`config.mk`:
```
export PLATFORM = sky130hd
export DESIGN_NAME = e203_lsu_nsplit
export DESIGN_NICKNAME = d
export VERILOG_FILES = /design/src/rtl/e203_lsu_nsplit.sv
export SDC_FILE = /design/constraint.sdc
export NUM_CORES = 1
export LEC_CHECK = 0
export ABC_CLOCK_PERIOD_IN_PS = 2610
export BUFFER_PORTS_ARGS = -buffer_cell sky130_fd_sc_hd__buf_2
export CORE_AREA = 4 4 114 116
export DETAILED_ROUTE_END_ITERATION = 12
export DIE_AREA = 0 0 118 120
export HOLD_SLACK_MARGIN = 0.12
export PLACE_DENSITY = 0.7
export REMOVE_ABC_BUFFERS = 1
export SLEW_MARGIN = 20
export SYNTH_ARGS = -nofsm -noshare
export SYNTH_HDL_FRONTEND = slang
export SYNTH_SLANG_ARGS = --single-unit
```
`constraint.sdc`:
```
create_clock -name clk -period 2.61 [get_ports clk]
set_input_delay 0.522 -clock clk [delete_from_list [all_inputs] [get_ports clk]]
set_output_delay 0.522 -clock clk [all_outputs]
set_load 0.005 [all_outputs]
```
`src/rtl/e203_lsu_nsplit.sv`:
```
// e203_lsu_nsplit: routes one ICB load/store stream to N_PORT ports by address, in-order rsp, local misalign errors; ports i_cmd_*/i_rsp_* upstream, o_cmd_*/o_rsp_* per port, lsu_active clock-gate enable
module e203_lsu_nsplit #(
  parameter int N_PORT = 3,
  parameter int AW = 32,
  parameter int TAGW = 1,
  parameter int OUTS_DEPTH = 2,
  parameter logic [(N_PORT-1)*AW-1:0] RGN_BASE = {32'h9000_0000, 32'h8000_0000},
  parameter logic [(N_PORT-1)*AW-1:0] RGN_MASK = {32'hFFFF_0000, 32'hFFFF_0000}
) (
  input  logic                 clk,
  input  logic                 rst,
  input  logic                 i_cmd_valid,
  output logic                 i_cmd_ready,
  input  logic [AW-1:0]        i_cmd_addr,
  input  logic                 i_cmd_read,
  input  logic [31:0]          i_cmd_wdata,
  input  logic [3:0]           i_cmd_wmask,
  input  logic [1:0]           i_cmd_size,
  input  logic                 i_cmd_usign,
  input  logic [TAGW-1:0]      i_cmd_itag,
  output logic                 i_rsp_valid,
  input  logic                 i_rsp_ready,
  output logic [31:0]          i_rsp_rdata,
  output logic                 i_rsp_err,
  output logic                 i_rsp_misalgn,
  output logic [TAGW-1:0]      i_rsp_itag,
  output logic                 lsu_active,
  output logic [N_PORT-1:0]    o_cmd_valid,
  input  logic [N_PORT-1:0]    o_cmd_ready,
  output logic [AW-1:0]        o_cmd_addr,
  output logic                 o_cmd_read,
  output logic [31:0]          o_cmd_wdata,
  output logic [3:0]           o_cmd_wmask,
  output logic [1:0]           o_cmd_size,
  input  logic [N_PORT-1:0]    o_rsp_valid,
  output logic [N_PORT-1:0]    o_rsp_ready,
  input  logic [N_PORT-1:0]    o_rsp_err,
  input  logic [N_PORT*32-1:0] o_rsp_rdata
);
  localparam int PW = N_PORT > 1 ? $clog2(N_PORT) : 1;
  localparam int DW = OUTS_DEPTH > 1 ? $clog2(OUTS_DEPTH) : 1;
  localparam int CW = $clog2(OUTS_DEPTH + 1);
  typedef struct packed {
    logic [PW-1:0]   port;
    logic            lerr;
    logic            read;
    logic [1:0]      size;
    logic            usign;
    logic [1:0]      a;
    logic [TAGW-1:0] itag;
  } ent_t;
  ent_t mem [OUTS_DEPTH];
  ent_t h;
  logic [DW-1:0] wp, rp;
  logic [CW-1:0] cnt;
  logic [PW-1:0] sel;
  logic mis, full, empty, push, pop;
  logic [31:0] rd, d, ext;
  always_comb begin
    sel = PW'(N_PORT - 1);
    for (int k = N_PORT - 2; k >= 0; k--)
      if ((i_cmd_addr & RGN_MASK[k*AW +: AW]) == RGN_BASE[k*AW +: AW]) sel = PW'(k);
  end
  assign mis = (i_cmd_size == 2'd3) | ((i_cmd_size == 2'd1) & i_cmd_addr[0]) |
               ((i_cmd_size == 2'd2) & (i_cmd_addr[1:0] != 2'd0));
  assign full = cnt == CW'(OUTS_DEPTH);
  assign empty = cnt == '0;
  assign o_cmd_valid = (i_cmd_valid & ~full & ~mis) ? (N_PORT'(1) << sel) : '0;
  assign i_cmd_ready = ~full & (mis | o_cmd_ready[sel]);
  assign o_cmd_addr = i_cmd_addr;
  assign o_cmd_read = i_cmd_read;
  assign o_cmd_wdata = i_cmd_wdata;
  assign o_cmd_wmask = i_cmd_wmask;
  assign o_cmd_size = i_cmd_size;
  assign push = i_cmd_valid & i_cmd_ready;
  assign h = mem[rp];
  assign i_rsp_valid = ~empty & (h.lerr | o_rsp_valid[h.port]);
  assign o_rsp_ready = (~empty & ~h.lerr) ? (N_PORT'(i_rsp_ready) << h.port) : '0;
  assign pop = i_rsp_valid & i_rsp_ready;
  assign rd = o_rsp_rdata[32*h.port +: 32];
  assign d = rd >> {h.a, 3'b000};
  always_comb
    ext = h.size == 2'd0 ? {{24{~h.usign & d[7]}}, d[7:0]} :
          h.size == 2'd1 ? {{16{~h.usign & d[15]}}, d[15:0]} : d;
  assign i_rsp_err = h.lerr | o_rsp_err[h.port];
  assign i_rsp_misalgn = h.lerr;
  assign i_rsp_rdata = (i_rsp_err | ~h.read) ? 32'd0 : ext;
  assign i_rsp_itag = h.itag;
  assign lsu_active = i_cmd_valid | ~empty;
  always_ff @(posedge clk)
    if (push) mem[wp] <= '{sel, mis, i_cmd_read, i_cmd_size, i_cmd_usign, i_cmd_addr[1:0], i_cmd_itag};
  always_ff @(posedge clk)
    if (rst) begin
      wp <= '0;
      rp <= '0;
      cnt <= '0;
    end else begin
      if (push) wp <= wp == DW'(OUTS_DEPTH - 1) ? '0 : wp + 1'b1;
      if (pop) rp <= rp == DW'(OUTS_DEPTH - 1) ? '0 : rp + 1'b1;
      cnt <= cnt + CW'(push) - CW'(pop);
    end
endmodule

```
==> metrics.md, run 1 <==
| Metric | Value |
|---|---|
| Syn Area/Cell | `8.81 sq um` |
| Setup crit end kind | `primary output` |
| Post-synth top cells | `buf_4, mux2i_1, nand2_1` |
| Sequential Area | `704 sq um` |
| DIE HEIGHT | `120 um` |
| DP HPWL | `12900 um` |
| Worst r2r path cells | `14` |
| Flops & latches, synth | `25` |
| Crit path launch type | `flop` |
| Die width | `118 um` |
| Fin cells | `696` |
| Max-slew violations | `0` |
| Clock Sinks | `25` |
| Multi-input gate area | `2020 sq um` |
| # IOs | `297` |
| WP data arrival | `2.52 ns` |
| H-Tree Depth | `1` |
| Synth cell types | `49` |
| Input/output buffers | `196` |
| Required time of the critical path | `2.09 ns` |
| CTS buffer count | `3` |
| Hold worst-path end | `mem[1][0]` |
| Ys async rst share | `0%` |
| Routed vias | `3657` |
| Fmax | `328 MHz` |
| Hold Slack | `0.456 ns` |
| Clk_lat worst skew | `0.26 ns` |
| Deepest clock path buffer count | `2` |
| R2r setup slk | `0.02 ns` |
| Synthesized area | `3240 sq um` |
| Setup CP Type | `flop to primary output` |
| Worst hold stages | `1` |
| WL per Instance | `23.3 um` |
| Final Hold Fails | `0` |
| Synth top area share | `18.5%` |
| Final setup vio count | `33` |
| Share of cells above drive strength 1 | `59.9%` |
| Failing checks | `negative setup slack` |
| Largest net degree at the start of global routing | `40` |
| CP startpoint | `mem[0][9]` |
| Clk_skew | `0.00330 ns` |
| Fin util | `39.4%` |
| Die area | `14200 sq um` |
| Setup_tns | `-11.58 ns` |
| Place WS | `-0.252 ns` |
| PD cells | `601 nW/um^2` |
| Cells after DPL | `671` |
| Yosys Warn Count | `0` |
| VDD IR-drop max | `471 uV` |
| Antenna violations before repair | `7` |
| Antenna viol nets, final | `0` |
| Hold Startpoint | `i_cmd_itag` |
| Post-route minimum period | `3.04 ns` |
| Max_cap viols | `0` |
| Gp weighted congestion | `0.879` |
| Primary FF master, synth | `edfxtp_1` |
| Layout area overhead | `44.8%` |
| Worst setup margin | `-0.434 ns` |
| Layout net count | `734` |
| CTS Root Cell | `clkbuf_16` |
| WL final | `16200 um` |
| Worst Path Max Fanout | `12` |
| Rows | `40` |
| # diodes | `0` |
| Clock-pin slew on the worst setup and hold paths | `0.06 ns` |
| Period utilisation layout | `117%` |
| Core Footprint | `11900 sq um` |
| Relative slew margins | `72.7%` |
| Fillers | `1233` |
| Lkg Pwr | `2.29 nW` |
| Top-count cell post-synth | `buf_4` |
| R2r endpoint | `cnt[1]` |
| DRC Markers | `0` |
| Status | `finished, violations left` |
| Vias per Instance | `5.25` |
| Fraction of the yosys area taken by sequential cells | `21.6%` |
| Cts hold-fix bufs | `0` |
| Worst Tran Pin Value | `0.406 ns` |
| Grt ovf | `0` |
| Mapped Cells | `368` |
| GRT Resource Usage Total | `21.0%` |
| First-pass GRT wire length | `22600 um` |
| CTS tree | `yes` |
| Drt first pass iters | `4` |
| Initial Util | `27.2%` |
| Type of the tightest min-delay check | `input pin to flop` |
| Number of synthesized flops with an enable pin | `20` |
| Number of DRC markers in iteration 0 | `248` |
| RSZ-0062 raised after global routing | `yes` |
| Number of global-route vias before repair | `3490` |
| Synth top area cells | `edfxtp_1, buf_4, mux2i_1` |
| Post-synth top area cell | `edfxtp_1` |
==> layout by cell type, fill, tap and decap left out, types with 11 or more instances in the layout <==
| cell | count |
|---|---|
| nand2_1 | 24 |
| o211ai_1 | 22 |
| nor3_2 | 12 |
| buf_2 | 194 |
| o2bb2ai_1 | 11 |
| buf_4 | 54 |
| a21oi_1 | 18 |
| buf_6 | 14 |
| nor2_1 | 11 |
| edfxtp_1 | 20 |
| mux2i_1 | 40 |
==> area by class of cell <==
cell class | count | share of cell area (%)
multi-input cells | 242 | 43.0
repair buffers | 270 | 35.7
flip-flops and latches | 25 | 15.0
well taps | 147 | 3.92
clock buffers | 3 | 1.60
inverters | 8 | 0.640
clock inverters | 1 | 0.160
==> worst max path at each step <==
| stage | end | slack, ns | cells past startpoint |
|---|---|---|---|
| after floorplan | i_rsp_rdata[16] | -1.83 | 6 |
| after global placement | i_rsp_rdata[30] | -0.13 | 8 |
| after detailed placement | i_rsp_rdata[16] | -0.25 | 8 |
| after CTS | i_rsp_rdata[8] | -0.40 | 9 |
| after global routing | i_rsp_rdata[11] | -0.52 | 8 |
| final | i_rsp_rdata[9] | -0.43 | 8 |
==> stage by stage <==
stage                     instance area (sq um)  power (mW)
after floorplan                            2530        1.36
after global placement                     4170        2.15
after detailed placement                   4170        2.17
after CTS                                  4450        2.68
after global routing                       4690        3.02
final                                      4690        2.82
==> where the power goes <==
part | leakage (nW) | switching (mW) | internal [mW]
combinational | 2.03 | 0.991 | 0.935
clock | 0.0371 | 0.137 | 0.208
sequential | 0.221 | 0.0451 | 0.505
==> per-layer routing <==
layer	wire [um]	part of all wire, %	GRT usage (%)	vias up
li1	-	-	-	1665
met1	6620	41	25.7	1661
met2	6500	40	30.3	279
met3	2600	16	15.0	32
met4	267	1.6	2.05	20
met5	233	1.4	8.82	-
==> sequential cells by signal (all words and copies together) (netlist names), named ones only <==
| register | count |
|---|---|
| cnt | 2 |
| mem | 20 |
| rp | 1 |
| wp | 1 |
==> kinds of logic after synthesis <==
kind of cell             count (synthesis)  synth area share (%)
AND/OR/NAND/NOR                         89                  14.4
adder cells (fa/ha/maj)                  2                 0.772
XOR/XNOR                                 4                  1.08
AO/OA/AOI/OAI                           86                  18.5
multiplexers                            60                  20.9
flip-flops                              25                  21.6
buffers and inverters                  102                  22.7
==> critical path, cell delays in order (launching register included) <==
cell	delay [ns]
edfxtp_1	0.43
mux2i_4	0.24
mux4_2	0.54
a22oi_2	0.24
nand2_2	0.10
a32oi_4	0.29
buf_8	0.21
a31oi_1	0.06
buf_2	0.14
==> timing repair <==
action	4_1_cts	5_1_grt
buffers inserted	7	14
cloned	2	1
setup endpoints to repair	32	33
gates resized for setup	27	42
pin swaps	11	12
No activity file was read; power rests on OpenSTA's default activity.
==> inputs of run 2 (changes only) <==
--- a/config.mk
+++ b/config.mk
@@ -7,11 +7,11 @@
 export LEC_CHECK = 0
 export ABC_CLOCK_PERIOD_IN_PS = 2610
 export BUFFER_PORTS_ARGS = -buffer_cell sky130_fd_sc_hd__buf_2
-export CORE_AREA = 4 4 114 116
+export CORE_MARGIN = 4
+export CORE_UTILIZATION = 25
 export DETAILED_ROUTE_END_ITERATION = 12
-export DIE_AREA = 0 0 118 120
 export HOLD_SLACK_MARGIN = 0.12
-export PLACE_DENSITY = 0.7
+export PLACE_DENSITY = 0.66
 export REMOVE_ABC_BUFFERS = 1
 export SLEW_MARGIN = 20
 export SYNTH_ARGS = -nofsm -noshare
==> run 2 against run 1 <==
Effect of this change:
- the run still ends with negative setup slack left
- worst hold slack improved by 0.0048 ns
- non-clock buffer count increased by 2
- sequential cell count unchanged
- first-iteration DRC count decreased by 36%
- sequential power decreased by 0.9%
- clock-buffer cell count increased by 1
- critical path type unchanged
==> metrics.md, run 2 (same netlist as run 1, synthesis figures left out) <==
| Metric | Value |
|---|---|
| Final setup vio count | `32 (-3.0%)` |
| Routing usage on met1 | `22.9% (-2.7 points)` |
| Grt ovf | `0 (unchanged)` |
| Max_cap viols | `0 (unchanged)` |
| WL final | `15000 um (-7.5%)` |
| Setup CP Type | `flop to primary output` |
| Initial Util | `25.6% (-1.6 points)` |
| CTS Root Cell | `clkbuf_16` |
| Clock Sinks | `25 (unchanged)` |
| Share of cells above drive strength 1 | `58.7% (-1.2 points)` |
| Vias per Instance | `4.94 (-6.0%)` |
| Commonest non-fill, non-tap cell in the layout | `buf_2` |
| Worst Tran Pin Value | `0.414 ns (+0.00851 ns)` |
| Met3 usage | `12.0% (-3.1 points)` |
| Post-Place Cell Area | `4260 sq um (+2.1%)` |
| Max FFs per register | `20 (unchanged)` |
| Failing checks | `negative setup slack` |
| Routed vias | `3565 (-2.5%)` |
| Largest Register | `mem` |
| Required time of the critical path | `2.09 ns (about the same)` |
| Period utilisation layout | `114% (-2.4 points)` |
| Antenna violations before repair | `1 (-6)` |
| WP data arrival | `2.46 ns (-0.06 ns)` |
| Largest net degree at the start of global routing | `40 (unchanged)` |
| Final Hold Fails | `0 (unchanged)` |
| # diodes | `0 (unchanged)` |
| Deepest clock path buffer count | `2 (unchanged)` |
| Worst setup margin | `-0.372 ns (+0.0619 ns)` |
| RSZ-0062 raised after global routing | `yes` |
| Number of global-route vias before repair | `3368 (-3.5%)` |
| Lkg Pwr | `2.30 nW (+0.45%)` |
| GR Layer Usage met2 | `25.2% (-5.1 points)` |
| WL per Instance | `20.8 um (-11%)` |
| Top Usage Layer GRT | `met2` |
| Die area | `14800 sq um (+4.9%)` |
| VDD IR-drop max | `394 uV (-16%)` |
| DP HPWL | `12300 um (-4.4%)` |
| CP max-delay cell | `dfxtp_4` |
| Number of DRC markers in iteration 0 | `159 (-36%)` |
| Fmax | `335 MHz (+2.1%)` |
| Crit path launch type | `flop` |
| Most frequent cells in the layout | `buf_2, buf_4, mux2i_1` |
| DIE HEIGHT | `122 um (+1.5%)` |
| Final Instance Area | `4710 sq um (+0.45%)` |
| Layout area overhead | `45.5%` |
| Max-slew violations | `0 (unchanged)` |
| Rows | `41 (+2.5%)` |
| GRT Resource Usage Total | `17.9% (-3.1 points)` |
| CTS tree | `yes` |
| # IOs | `297 (unchanged)` |
| Type of the tightest min-delay check | `input pin to flop` |
| Clk_lat worst skew | `0.25 ns (about the same)` |
| Layout net count | `735 (+0.14%)` |
| Hold Slack | `0.461 ns (+0.00483 ns)` |
| Drt first pass iters | `4 (unchanged)` |
| Top flop regs | `mem x20, cnt x2` |
| PD cells | `571 nW/um^2 (-5.1%)` |
| Die width | `122 um (+3.3%)` |
| DRC Markers | `0 (unchanged)` |
| Critical Path, Cell by Cell | `buf_6 -> mux2i_4 -> mux4_2 -> a22oi_2 -> nand2_2 -> a32oi_2 -> buf_12 -> a31oi_1 -> buf_2` |
| Clk_skew | `0.00148 ns (-0.00183 ns)` |
| Relative slew margins | `72.1% (-0.57 points)` |
| Core Footprint | `12700 sq um (+6.4%)` |
| CTS buffer count | `3 (unchanged)` |
| First-pass GRT wire length | `20000 um (-12%)` |
| Input/output buffers | `196 (unchanged)` |
| Antenna viol nets, final | `0 (unchanged)` |
| Status | `finished, violations left` |
| Max stage delay on crit path | `0.37 ns (-0.17 ns)` |
| Clock-pin slew on the worst setup and hold paths | `0.06 ns (about the same)` |
| Setup_tns | `-10.05 ns (+1.53 ns)` |
| Post-route minimum period | `2.98 ns (-0.0619 ns)` |
| Gp weighted congestion | `0.846 (-3.8%)` |
| Cts hold-fix bufs | `0 (unchanged)` |
| Setup crit end kind | `primary output` |
| H-Tree Depth | `1 (unchanged)` |
| Worst Path Max Fanout | `23 (+11)` |
## run 2: cell types whose count changed in the layout (fill, tap and decap cells not counted), moves of 2 or more
cell	previous run	this run
mux2i_4	3	5
buf_8	4	2
buf_4	54	56
mux2_4	4	2
nor3_2	12	3
mux2i_2	4	2
nor3_1	10	20
## run 2: layout make-up
class	count	area, sq um
timing repair buffer	272	1710
tap	172	215
multi-input combinational	241	1980
fill	1344	7960
inverter	8	30.0
clock buffer	4	78.8
sequential	25	704
## run 2: timing repair
action | in CTS | in global routing
gates resized for setup | 16 | 39
pin swaps | 1 | 14
buffers inserted | 6 | 10
cloned | 0 | 2
endpoints found under the setup margin | 33 | 35
## run 2: path summary, 6_finish.rpt
kind	startpoint	to	slack, ns	cells after the start
max	flop	i_rsp_rdata[11]	-0.37	9
min	i_cmd_itag	mem[0][0]	0.46	1
max reg2reg	flop	cnt[1]	0.12	15
min reg2reg	rp	rp	0.52	2
## run 2: per-layer routing
layer	vias up	wire (um)	part of all wire [%]
met5	-	195	1.3
met4	8	67	0.45
met3	12	2310	15
met2	216	6220	41
met1	1668	6220	41
li1	1661	-	-
## run 2: worst max-delay path, delay by kind of cell (launching register included)
family	cells	cell delay (ns)
mux	2	0.73
compound gates	3	0.55
buf+inv	3	0.47
flops	1	0.37
simple gates	1	0.09
## run 2: stage by stage
step	total power [mW]	worst slack, ns	util (%)	cells
floorplan	1.36	-1.83	-	274
global placement	2.14	-0.161	33.6	702
detailed placement	2.15	-0.220	33.6	702
CTS	2.54	-0.382	35.1	711
global route	2.89	-0.525	37.2	722
finish	2.69	-0.372	37.2	722
## run 2: where the power goes
group          total [mW]  internal, mW  switching, mW
Sequential          0.546         0.506         0.0406
Clock               0.327         0.208          0.119
Combinational        1.82         0.904          0.912
==> inputs of run 3 (changes only) <==
--- a/config.mk
+++ b/config.mk
@@ -5,13 +5,13 @@
 export SDC_FILE = /design/constraint.sdc
 export NUM_CORES = 1
 export LEC_CHECK = 0
-export ABC_CLOCK_PERIOD_IN_PS = 2610
+export ABC_CLOCK_PERIOD_IN_PS = 3110
 export BUFFER_PORTS_ARGS = -buffer_cell sky130_fd_sc_hd__buf_2
 export CORE_MARGIN = 4
 export CORE_UTILIZATION = 25
 export DETAILED_ROUTE_END_ITERATION = 12
 export HOLD_SLACK_MARGIN = 0.12
-export PLACE_DENSITY = 0.66
+export PLACE_DENSITY = 0.64
 export REMOVE_ABC_BUFFERS = 1
 export SLEW_MARGIN = 20
 export SYNTH_ARGS = -nofsm -noshare
==> constraint.sdc (replaced) <==
create_clock -name clk -period 3.11 [get_ports clk]
set_input_delay 0.622 -clock clk [delete_from_list [all_inputs] [get_ports clk]]
set_output_delay 0.622 -clock clk [all_outputs]
set_load 0.005 [all_outputs]
==> run 3 against run 2 <==
Effect of this change:
- the run still ends with negative setup slack left
- clock power fell by 16%
- setup slack improved by 0.30 ns
- core utilization is 3.4 points lower
- cell count fell by 5.7%
- critical endpoint is now i_rsp_rdata[29]
- largest cell class unchanged
- highest routed layer unchanged
==> metrics.md, run 3 (same netlist as run 1, synthesis figures left out) <==
| Metric | Value |
|---|---|
| Initial Util | `25.6% (unchanged)` |
| Setup CP Type | `flop to primary output` |
| WL per Instance | `22.9 um (+10%)` |
| DRC Markers | `0 (unchanged)` |
| Cells after DPL | `665 (-5.3%)` |
| Worst hold stages | `2 (+1)` |
| Drt first pass iters | `5 (+1)` |
| Worst Path Max Fanout | `7 (-70%)` |
| Post-route minimum period | `3.19 ns` |
| Grt ovf | `0 (unchanged)` |
| First-pass GRT wire length | `20800 um (+4.1%)` |
| CTS buffer count | `3 (unchanged)` |
| Levels on crit path | `10 (+1)` |
| Rows | `41 (unchanged)` |
| Input/output buffers | `196 (unchanged)` |
| H-Tree Depth | `1 (unchanged)` |
| Period utilisation layout | `102%` |
| Fillers | `1357 (+0.97%)` |
| Status | `finished, violations left` |
| Max FFs per register | `20 (unchanged)` |
| Final Instance Area | `4290 sq um (-9.0%)` |
| Crit path launch type | `flop` |
| Critical path buffers and inverters | `4 (+1)` |
| Die area | `14800 sq um (unchanged)` |
| Worst setup margin | `-0.0760 ns (+0.296 ns)` |
| Net Switching | `918 uW (-14%)` |
| Reg power frac | `21.0% (+0.7 points)` |
| Final Hold Fails | `0 (unchanged)` |
| Internal | `1.26 mW (-22%)` |
| Setup crit end kind | `primary output` |
| Clk_skew | `0.00366 ns (+0.00219 ns)` |
| Cts hold-fix bufs | `0 (unchanged)` |
| Failing checks | `negative setup slack` |
| CTS tree | `yes` |
| Power share of the combinational group | `66.4% (-1.1 points)` |
| DIE HEIGHT | `122 um (unchanged)` |
| Setup_tns | `-1.14 ns (+8.91 ns)` |
| # IOs | `297 (unchanged)` |
| Max_cap viols | `0 (unchanged)` |
| Largest Register | `mem` |
| RSZ-0062 raised after global routing | `yes` |
| Layout area overhead | `32.3%` |
| Die width | `122 um (unchanged)` |
| Clock-pin slew on the worst setup and hold paths | `0.06 ns (about the same)` |
| WP data arrival | `2.56 ns (+0.10 ns)` |
| Number of DRC markers in iteration 0 | `196 (+23%)` |
| Fin cells | `681 (-5.7%)` |
| Fmax | `314 MHz` |
| Sw Ratio | `42.1% (+2.3 points)` |
| Place WS | `0.0871 ns (+0.307 ns)` |
| GRT Resource Usage Total | `18.8% (+0.92 points)` |
| Core Footprint | `12700 sq um (unchanged)` |
| Top flop regs | `mem x20, cnt x2` |
| Share of cells above drive strength 1 | `53.3% (-5.4 points)` |
| Antenna violations before repair | `1 (unchanged)` |
| Fin util | `33.8% (-3.4 points)` |
| WL final | `15600 um (+3.7%)` |
| Clk pwr share | `12.6% (+0.4 points)` |
| Antenna viol nets, final | `0 (unchanged)` |
| Commonest non-fill, non-tap cell in the layout | `buf_2` |
| Relative slew margins | `66.8% (-5.3 points)` |
| CP max-delay cell | `dfxtp_4` |
| Type of the tightest min-delay check | `flop to flop` |
| Vias per Instance | `5.16 (+4.6%)` |
| Required time of the critical path | `2.49 ns (+0.40 ns)` |
| Lkg Pwr | `2.08 nW (-9.4%)` |
| Largest net degree at the start of global routing | `36 (-10%)` |
| Layout net count | `693 (-5.7%)` |
| Clk_lat worst skew | `0.25 ns (about the same)` |
| Gp weighted congestion | `0.800 (-5.4%)` |
| Routed vias | `3517 (-1.3%)` |
| Number of global-route vias before repair | `3377 (+0.27%)` |
| Final setup vio count | `20 (-38%)` |
| Critical Path, Cell by Cell | `buf_6 -> mux2i_4 -> mux4_2 -> a22oi_2 -> nand2_2 -> a32oi_4 -> buf_12 -> clkbuf_16 -> nor3_1 -> buf_2` |
| Worst r2r path cells | `12 (-3)` |
| DP HPWL | `12400 um (+0.60%)` |
| VDD IR-drop max | `283 uV (-28%)` |
| PD cells | `508 nW/um^2 (-11%)` |
| Max stage delay on crit path | `0.38 ns (about the same)` |
| Clock Sinks | `25 (unchanged)` |
| Most frequent cells in the layout | `buf_2, mux2i_1, nand2_1` |
| CTS Root Cell | `clkbuf_16` |
| Max-slew violations | `0 (unchanged)` |
| Worst Tran Pin Value | `0.498 ns (+0.0836 ns)` |
| CP top delay family | `multiplexers` |
| Deepest clock path buffer count | `2 (unchanged)` |
| Post-Place Cell Area | `3940 sq um (-7.4%)` |
==> run 3: layout make-up <==
class | count | area, sq um | area share [%]
Antenna cell | 1 | 2.50 | 0.0584
Clock buffer | 4 | 78.8 | 1.84
Inverter | 8 | 30.0 | 0.700
Multi-Input combinational cell | 241 | 1910 | 44.6
Sequential cell | 25 | 704 | 16.4
Tap cell | 172 | 215 | 5.02
Timing Repair Buffer | 230 | 1350 | 31.4
==> run 3: path summary, 6_finish.rpt <==
check,startpoint,endpoint,slack [ns]
worst max-delay path,flop,i_rsp_rdata[29],-0.08
worst min-delay path,wp,wp,0.55
worst min register to register,wp,wp,0.55
worst max register to register,flop,cnt[1],0.60
==> run 3: stage by stage <==
stage               power, mW  hold WS [ns]
floorplan                1.14         0.481
global placement         1.67         0.498
detailed placement       1.70         0.535
CTS                      2.14         0.552
global route             2.32         0.553
finish                   2.18         0.551
==> run 3: per-layer routing <==
| layer | share of wire (%) | track usage, % |
|---|---|---|
| met1 | 38 | 22.3 |
| met2 | 42 | 28.1 |
| met3 | 17 | 13.5 |
| met4 | 0.73 | 1.40 |
| met5 | 1.3 | 9.72 |
==> run 3: repair_timing <==
action,4_1_cts,5_1_grt
setup buffers,6,3
resized for setup,20,16
pin swaps,8,5
cloned,2,2
setup endpoints to repair,31,30
endpoints found under the hold margin,0,0
==> run 3: worst register-to-register path: stages (launching register included) <==
cell,delay [ns]
dfxtp_4,0.38
buf_4,0.21
mux2i_1,0.33
inv_1,0.10
a31oi_1,0.16
o21ai_0,0.14
and3_1,0.21
ha_1,0.27
inv_1,0.04
ha_1,0.18
xnor2_1,0.17
xnor2_1,0.14
nor2_1,0.06
==> run 3: power groups by stage <==
stage	combinational [mW]	clock (mW)	sequential [mW]
2_1_floorplan	0.673	0	0.468
6_report	1.45	0.274	0.458
4_1_cts	1.40	0.283	0.458
3_3_place_gp	1.22	0	0.456
3_5_place_dp	1.24	0	0.460
5_1_grt	1.56	0.301	0.465
